$ cat src/rtl/debug_run_ctrl.sv
// Debug run controller: decides in which cycles the CPU clock is enabled.
// Host commands: halt, free run, step N cycles, step N instructions, and
// set/clear a single PC breakpoint. o_run is registered and feeds clock gating.
//
// Ports:
//   i_clk, i_resetn      clock, asynchronous active-low reset
//   i_cmdValid/i_cmd     command strobe and opcode (accepted every valid cycle)
//   i_cmdArg             step count (low CNT_W bits) or breakpoint address
//   o_cmdReady           1 once out of reset
//   i_pc                 CPU program counter (next instruction on a finish pulse)
//   i_instrFinished      instruction-complete pulse, counted only while running
//   o_run                CPU clock enable for this cycle
//   o_state              0 HALTED, 1 RUNNING, 2 STEP_CYC, 3 STEP_INSTR
//   o_bpHit              sticky breakpoint-stop flag
//   o_remaining          step down-counter, 0 outside the step states
module debug_run_ctrl #(
  parameter int unsigned ADDR_W = 16,
  parameter int unsigned CNT_W  = 16,
  localparam int unsigned ARG_W = (ADDR_W > CNT_W) ? ADDR_W : CNT_W
) (
  input  logic              i_clk,
  input  logic              i_resetn,
  input  logic              i_cmdValid,
  input  logic [2:0]        i_cmd,
  input  logic [ARG_W-1:0]  i_cmdArg,
  output logic              o_cmdReady,
  input  logic [ADDR_W-1:0] i_pc,
  input  logic              i_instrFinished,
  output logic              o_run,
  output logic [1:0]        o_state,
  output logic              o_bpHit,
  output logic [CNT_W-1:0]  o_remaining
);

  localparam logic [2:0] OP_HALT       = 3'd1;
  localparam logic [2:0] OP_RUN        = 3'd2;
  localparam logic [2:0] OP_STEP_CYC   = 3'd3;
  localparam logic [2:0] OP_STEP_INSTR = 3'd4;
  localparam logic [2:0] OP_SET_BP     = 3'd5;
  localparam logic [2:0] OP_CLR_BP     = 3'd6;

  typedef enum logic [1:0] {
    S_HALTED     = 2'd0,
    S_RUNNING    = 2'd1,
    S_STEP_CYC   = 2'd2,
    S_STEP_INSTR = 2'd3
  } state_e;

  state_e            r_state, w_state_nxt;
  logic              r_run, w_run_nxt;
  logic [CNT_W-1:0]  r_cnt, w_cnt_nxt;
  logic              r_bp_hit, w_bp_hit_nxt;
  logic              r_bp_en, w_bp_en_nxt;
  logic [ADDR_W-1:0] r_bp_addr, w_bp_addr_nxt;
  logic              r_ready;

  logic              w_cmd_take;
  logic              w_bp_match;
  logic [CNT_W-1:0]  w_step_n;

  // Only state-changing opcodes preempt breakpoint and counter events.
  assign w_cmd_take = i_cmdValid &&
                      ((i_cmd == OP_HALT) || (i_cmd == OP_RUN) ||
                       (i_cmd == OP_STEP_CYC) || (i_cmd == OP_STEP_INSTR));

  // Breakpoint compares against the address held before any SET_BP this cycle.
  assign w_bp_match = r_run && i_instrFinished && r_bp_en && (i_pc == r_bp_addr) &&
                      ((r_state == S_RUNNING) || (r_state == S_STEP_INSTR));

  // A zero step count behaves as a single step.
  assign w_step_n = (i_cmdArg[CNT_W-1:0] == '0) ? CNT_W'(1) : i_cmdArg[CNT_W-1:0];

  // State and register update.
  always_ff @(posedge i_clk or negedge i_resetn) begin
    if (!i_resetn) begin
      r_state   <= S_HALTED;
      r_run     <= 1'b0;
      r_cnt     <= '0;
      r_bp_hit  <= 1'b0;
      r_bp_en   <= 1'b0;
      r_bp_addr <= '0;
      r_ready   <= 1'b0;
    end else begin
      r_state   <= w_state_nxt;
      r_run     <= w_run_nxt;
      r_cnt     <= w_cnt_nxt;
      r_bp_hit  <= w_bp_hit_nxt;
      r_bp_en   <= w_bp_en_nxt;
      r_bp_addr <= w_bp_addr_nxt;
      r_ready   <= 1'b1;
    end
  end

  // Next state: command, then breakpoint, then counter expiry.
  always_comb begin
    w_state_nxt   = r_state;
    w_run_nxt     = r_run;
    w_cnt_nxt     = r_cnt;
    w_bp_hit_nxt  = r_bp_hit;
    w_bp_en_nxt   = r_bp_en;
    w_bp_addr_nxt = r_bp_addr;

    if (w_cmd_take) begin
      case (i_cmd)
        OP_HALT: begin
          w_state_nxt = S_HALTED;
          w_run_nxt   = 1'b0;
          w_cnt_nxt   = '0;
        end
        OP_RUN: begin
          w_state_nxt  = S_RUNNING;
          w_run_nxt    = 1'b1;
          w_cnt_nxt    = '0;
          w_bp_hit_nxt = 1'b0;
        end
        OP_STEP_CYC: begin
          w_state_nxt  = S_STEP_CYC;
          w_run_nxt    = 1'b1;
          w_cnt_nxt    = w_step_n;
          w_bp_hit_nxt = 1'b0;
        end
        OP_STEP_INSTR: begin
          w_state_nxt  = S_STEP_INSTR;
          w_run_nxt    = 1'b1;
          w_cnt_nxt    = w_step_n;
          w_bp_hit_nxt = 1'b0;
        end
        default: ;
      endcase
    end else if (w_bp_match) begin
      w_state_nxt  = S_HALTED;
      w_run_nxt    = 1'b0;
      w_cnt_nxt    = '0;
      w_bp_hit_nxt = 1'b1;
    end else begin
      case (r_state)
        S_STEP_CYC: begin
          if (r_cnt <= CNT_W'(1)) begin
            w_state_nxt = S_HALTED;
            w_run_nxt   = 1'b0;
            w_cnt_nxt   = '0;
          end else begin
            w_cnt_nxt = r_cnt - CNT_W'(1);
          end
        end
        S_STEP_INSTR: begin
          if (i_instrFinished) begin
            if (r_cnt <= CNT_W'(1)) begin
              w_state_nxt = S_HALTED;
              w_run_nxt   = 1'b0;
              w_cnt_nxt   = '0;
            end else begin
              w_cnt_nxt = r_cnt - CNT_W'(1);
            end
          end
        end
        default: ;
      endcase
    end

    // Breakpoint programming is orthogonal to the run state.
    if (i_cmdValid && (i_cmd == OP_SET_BP)) begin
      w_bp_en_nxt   = 1'b1;
      w_bp_addr_nxt = i_cmdArg[ADDR_W-1:0];
    end else if (i_cmdValid && (i_cmd == OP_CLR_BP)) begin
      w_bp_en_nxt = 1'b0;
    end
  end

  assign o_cmdReady  = r_ready;
  assign o_run       = r_run;
  assign o_state     = 2'(r_state);
  assign o_bpHit     = r_bp_hit;
  assign o_remaining = r_cnt;

endmodule

$ cat config.mk
export PLATFORM = sky130hd
export DESIGN_NAME = debug_run_ctrl
export DESIGN_NICKNAME = d
export VERILOG_FILES = /design/src/rtl/debug_run_ctrl.sv
export SDC_FILE = /design/constraint.sdc
export NUM_CORES = 1
export LEC_CHECK = 0
export CORE_UTILIZATION = 44
export CTS_CLUSTER_SIZE = 16
export DETAILED_ROUTE_END_ITERATION = 8
export GPL_TIMING_DRIVEN = 0
export PLACE_DENSITY = 0.78
export REMOVE_ABC_BUFFERS = 1
export SYNTH_ARGS = -nofsm -noshare
export SYNTH_HDL_FRONTEND = slang
export SYNTH_SLANG_ARGS = --single-unit
export TNS_END_PERCENT = 30
$ cat constraint.sdc
create_clock -name i_clk -period 3.7 [get_ports i_clk]
set_clock_uncertainty 0.05 [all_clocks]
set_input_delay 0.74 -clock i_clk [delete_from_list [all_inputs] [get_ports i_clk]]
set_output_delay 0.74 -clock i_clk [all_outputs]
set_load 0.02 [all_outputs]
==> results.toml <==
[timing]
finalSetupViolations = 0
slew_viol_final = 0
period_minus_slack_ps = 2860
max_freq_ghz = 0.350
relSlewSlack_pct = 36.7
setup_tns_ps = 0
fin_crit_sh_pct = 77.2
rsz0062_at_grt = "false"
worst_slack_ps = 844
hold_viol_final = 0
worstMarginPinSlew_ps = 950

[synthesis]
ys_types = 50
synth_edf_count = 0
async_flop_share_pct = 100
yosysSeqAreaShare_pct = 42.0
syn-cell-area_um2 = 2260
syn_inst = 218
synth_warnings = 0
avgSynthCellArea_um2 = 10.4
synth-seq-cells = 38
synthFlopType = "dfrtp_1"

[critical_path]
crit_buf_inv = 1
crit_arrival_ps = 2940
cp_slowest_stage_delay_ps = 530
reg2reg_from = "r_bp_addr[12]"
slowest_stage = "or2_1"
reg2reg_to = "o_remaining[9]"
r2r_setup_slack_ps = 1310
cp.depth = 7
start_kind = "input pin"
critPathMaxFanout = 22
crit_chain = "clkdlybuf4s50_1 -> xor2_1 -> nor4_1 -> nand4_1 -> or2_1 -> nand2_1 -> o221ai_1"
crit_type = "in2reg"
worstRegToRegCells = 6
crit_required_ps = 3780
cp_top_family = "simple AND/OR/NAND/NOR gates"
cp-end-kind = "register"

[layout]
area_growth_pct = 33.5
nets = 317
diodes = 0
final_area_um2 = 3020
layout_common_cells = "clkdlybuf4s50_1, dfrtp_1, mux2_2, nand2_1, xor2_1"
final_common_cell = "clkdlybuf4s50_1"
multiInputGateArea_um2 = 1240
n_fill_cell = 420
regArea_um2 = 951
drive_gt1_share_pct = 13.4

[power]
netSwitchingFraction_pct = 36.5
power-per-cell-area_nw_per_um2 = 633
power.net_switching_uw = 697
clkPwrFrac_pct = 23.0
power_leakage_nw = 1.18
ir_drop_v = 0.000367
comb_power_share_pct = 40.4
p_int_mw = 1.21
seqPwrFrac_pct = 36.7

[clocking]
clk_latency_ps = 300
cts_root_buf = "clkbuf_8"
cts.sinks = 38
clk_path_buf_depth = 2
clk_pin_slew_ps = 70
cts_setup_buffers = 0
htreeDepth = 2
cts-resized-gates = 0
cts_hold_repair.buffers = 0
cts_made_buffers = 5
cts_tree = "done"

[job]
maxCapViolCount = 0

[floorplan]
initial_core_util_pct = 46.7
io_pins = 60
placementRows = 25
die_area_um2 = 5430
fp.dieW_um = 73.7
die_y_um = 73.7
core_area_um2 = 4850

[drt]
wl_per_cell_um = 16.7
vias = 1985
drt_iter0_drc = 163
wirelength_mm = 5.74
firstDrtPassIters = 4
viasPerCell = 5.77
ant_nets = 0
route.detailed.drc = 0

[place]
dp_slack_ps = 576
gp_congestion = 0.881
dpl_cell_area_um2 = 2880
post-dp-hpwl_mm = 4.20
port_buffers = 59

[min_path]
min_from = "o_bpHit"
whs_endpoint = "o_bpHit"
hp-class = "reg2reg"
hold_depth = 1

[grt]
grt_pass1_vias = 1938
grt_max_degree = 39
overflow = 0
grt_pass1_wl_mm = 9.34
grt_antenna_before_repair = 0
grt_util_all_layers_pct = 22.9

[outcome]
status = "complete, no violations"
-- power by group through the flow --
stage | clock network (mW) | logic (mW) | registers (mW)
global placement | 0 | 0.750 | 0.706
global route | 0.463 | 0.842 | 0.724
detailed placement | 0 | 0.769 | 0.708
CTS | 0.448 | 0.773 | 0.701
floorplan | 0 | 0.356 | 0.784
finish | 0.439 | 0.772 | 0.701
-- sequential cells by signal (all words and copies together), names as in the netlist --
| name | flops |
|---|---|
| o_bpHit | 1 |
| o_cmdReady | 1 |
| o_remaining | 16 |
| o_run | 1 |
| o_state | 2 |
| r_bp_addr | 16 |
| r_bp_en | 1 |
-- layout make-up --
class	instances	area share, %
multi-input combinational	168	41.1
sequential	38	31.5
timing repair buffer	59	19.4
tap	67	2.78
clock buffer	6	2.74
clock inverter	2	1.99
inverter	4	0.497
-- metal layers --
layer | GRT usage (%) | vias to the layer above | part of all wire, %
met5 | 0 | - | 0
met4 | 7.26 | 0 | 2.0
met3 | 3.84 | 12 | 5.3
met2 | 36.5 | 75 | 48
met1 | 31.8 | 957 | 45
li1 | - | 941 | -
-- per-stage QoR --
step / instances / utilization, % / hold WS, ps / power [mW]
finish: 344 / 62.3 / 438 / 1.91
global route: 344 / 62.3 / 456 / 2.03
CTS: 344 / 62.3 / 446 / 1.92
detailed placement: 336 / 59.3 / 430 / 1.48
global placement: 336 / 59.4 / 426 / 1.46
floorplan: 210 / - / 394 / 1.14
-- cell families after synthesis --
kind of cell	share of synthesized area (%)
AO/OA/AOI/OAI	20.4
buffers and inverters	3.10
AND/OR/NAND/NOR	17.3
XOR/XNOR	6.58
multiplexers	9.29
flip-flops	42.0
other	0.166
adder cells (fa/ha/maj)	1.11
-- synth_stat cells, types with 5 or more instances --
| cell type | instances | area [µm²] |
|---|---|---|
| nor2_1 | 11 | 41.3 |
| nand2_1 | 15 | 56.3 |
| xor2_1 | 14 | 123 |
| o311ai_1 | 5 | 43.8 |
| mux2_2 | 16 | 180 |
| o211ai_1 | 10 | 75.1 |
| a21oi_1 | 9 | 45.0 |
| nand3_1 | 7 | 35.0 |
| o21ai_0 | 7 | 35.0 |
| dfrtp_1 | 38 | 951 |
| nor4_1 | 9 | 56.3 |
-- worst register-to-register path, stage by stage, from the launching register on --
cell      delay (ps)
dfrtp_1          380
xor2_1           160
nor4_1           380
nand4_1          190
or2_1            530
nand2_1          360
o221ai_1         170
-- worst max-delay path by stage --
stage | start | end | slack [ps]
floorplan | i_pc[9] | o_remaining[13] | 1450
global placement | i_pc[12] | o_remaining[13] | 630
detailed placement | i_pc[12] | o_remaining[9] | 580
CTS | i_pc[12] | o_remaining[9] | 890
global route | i_pc[12] | o_remaining[13] | 710
finish | i_pc[12] | o_remaining[9] | 840
No activity file was read; power rests on OpenSTA's default activity.
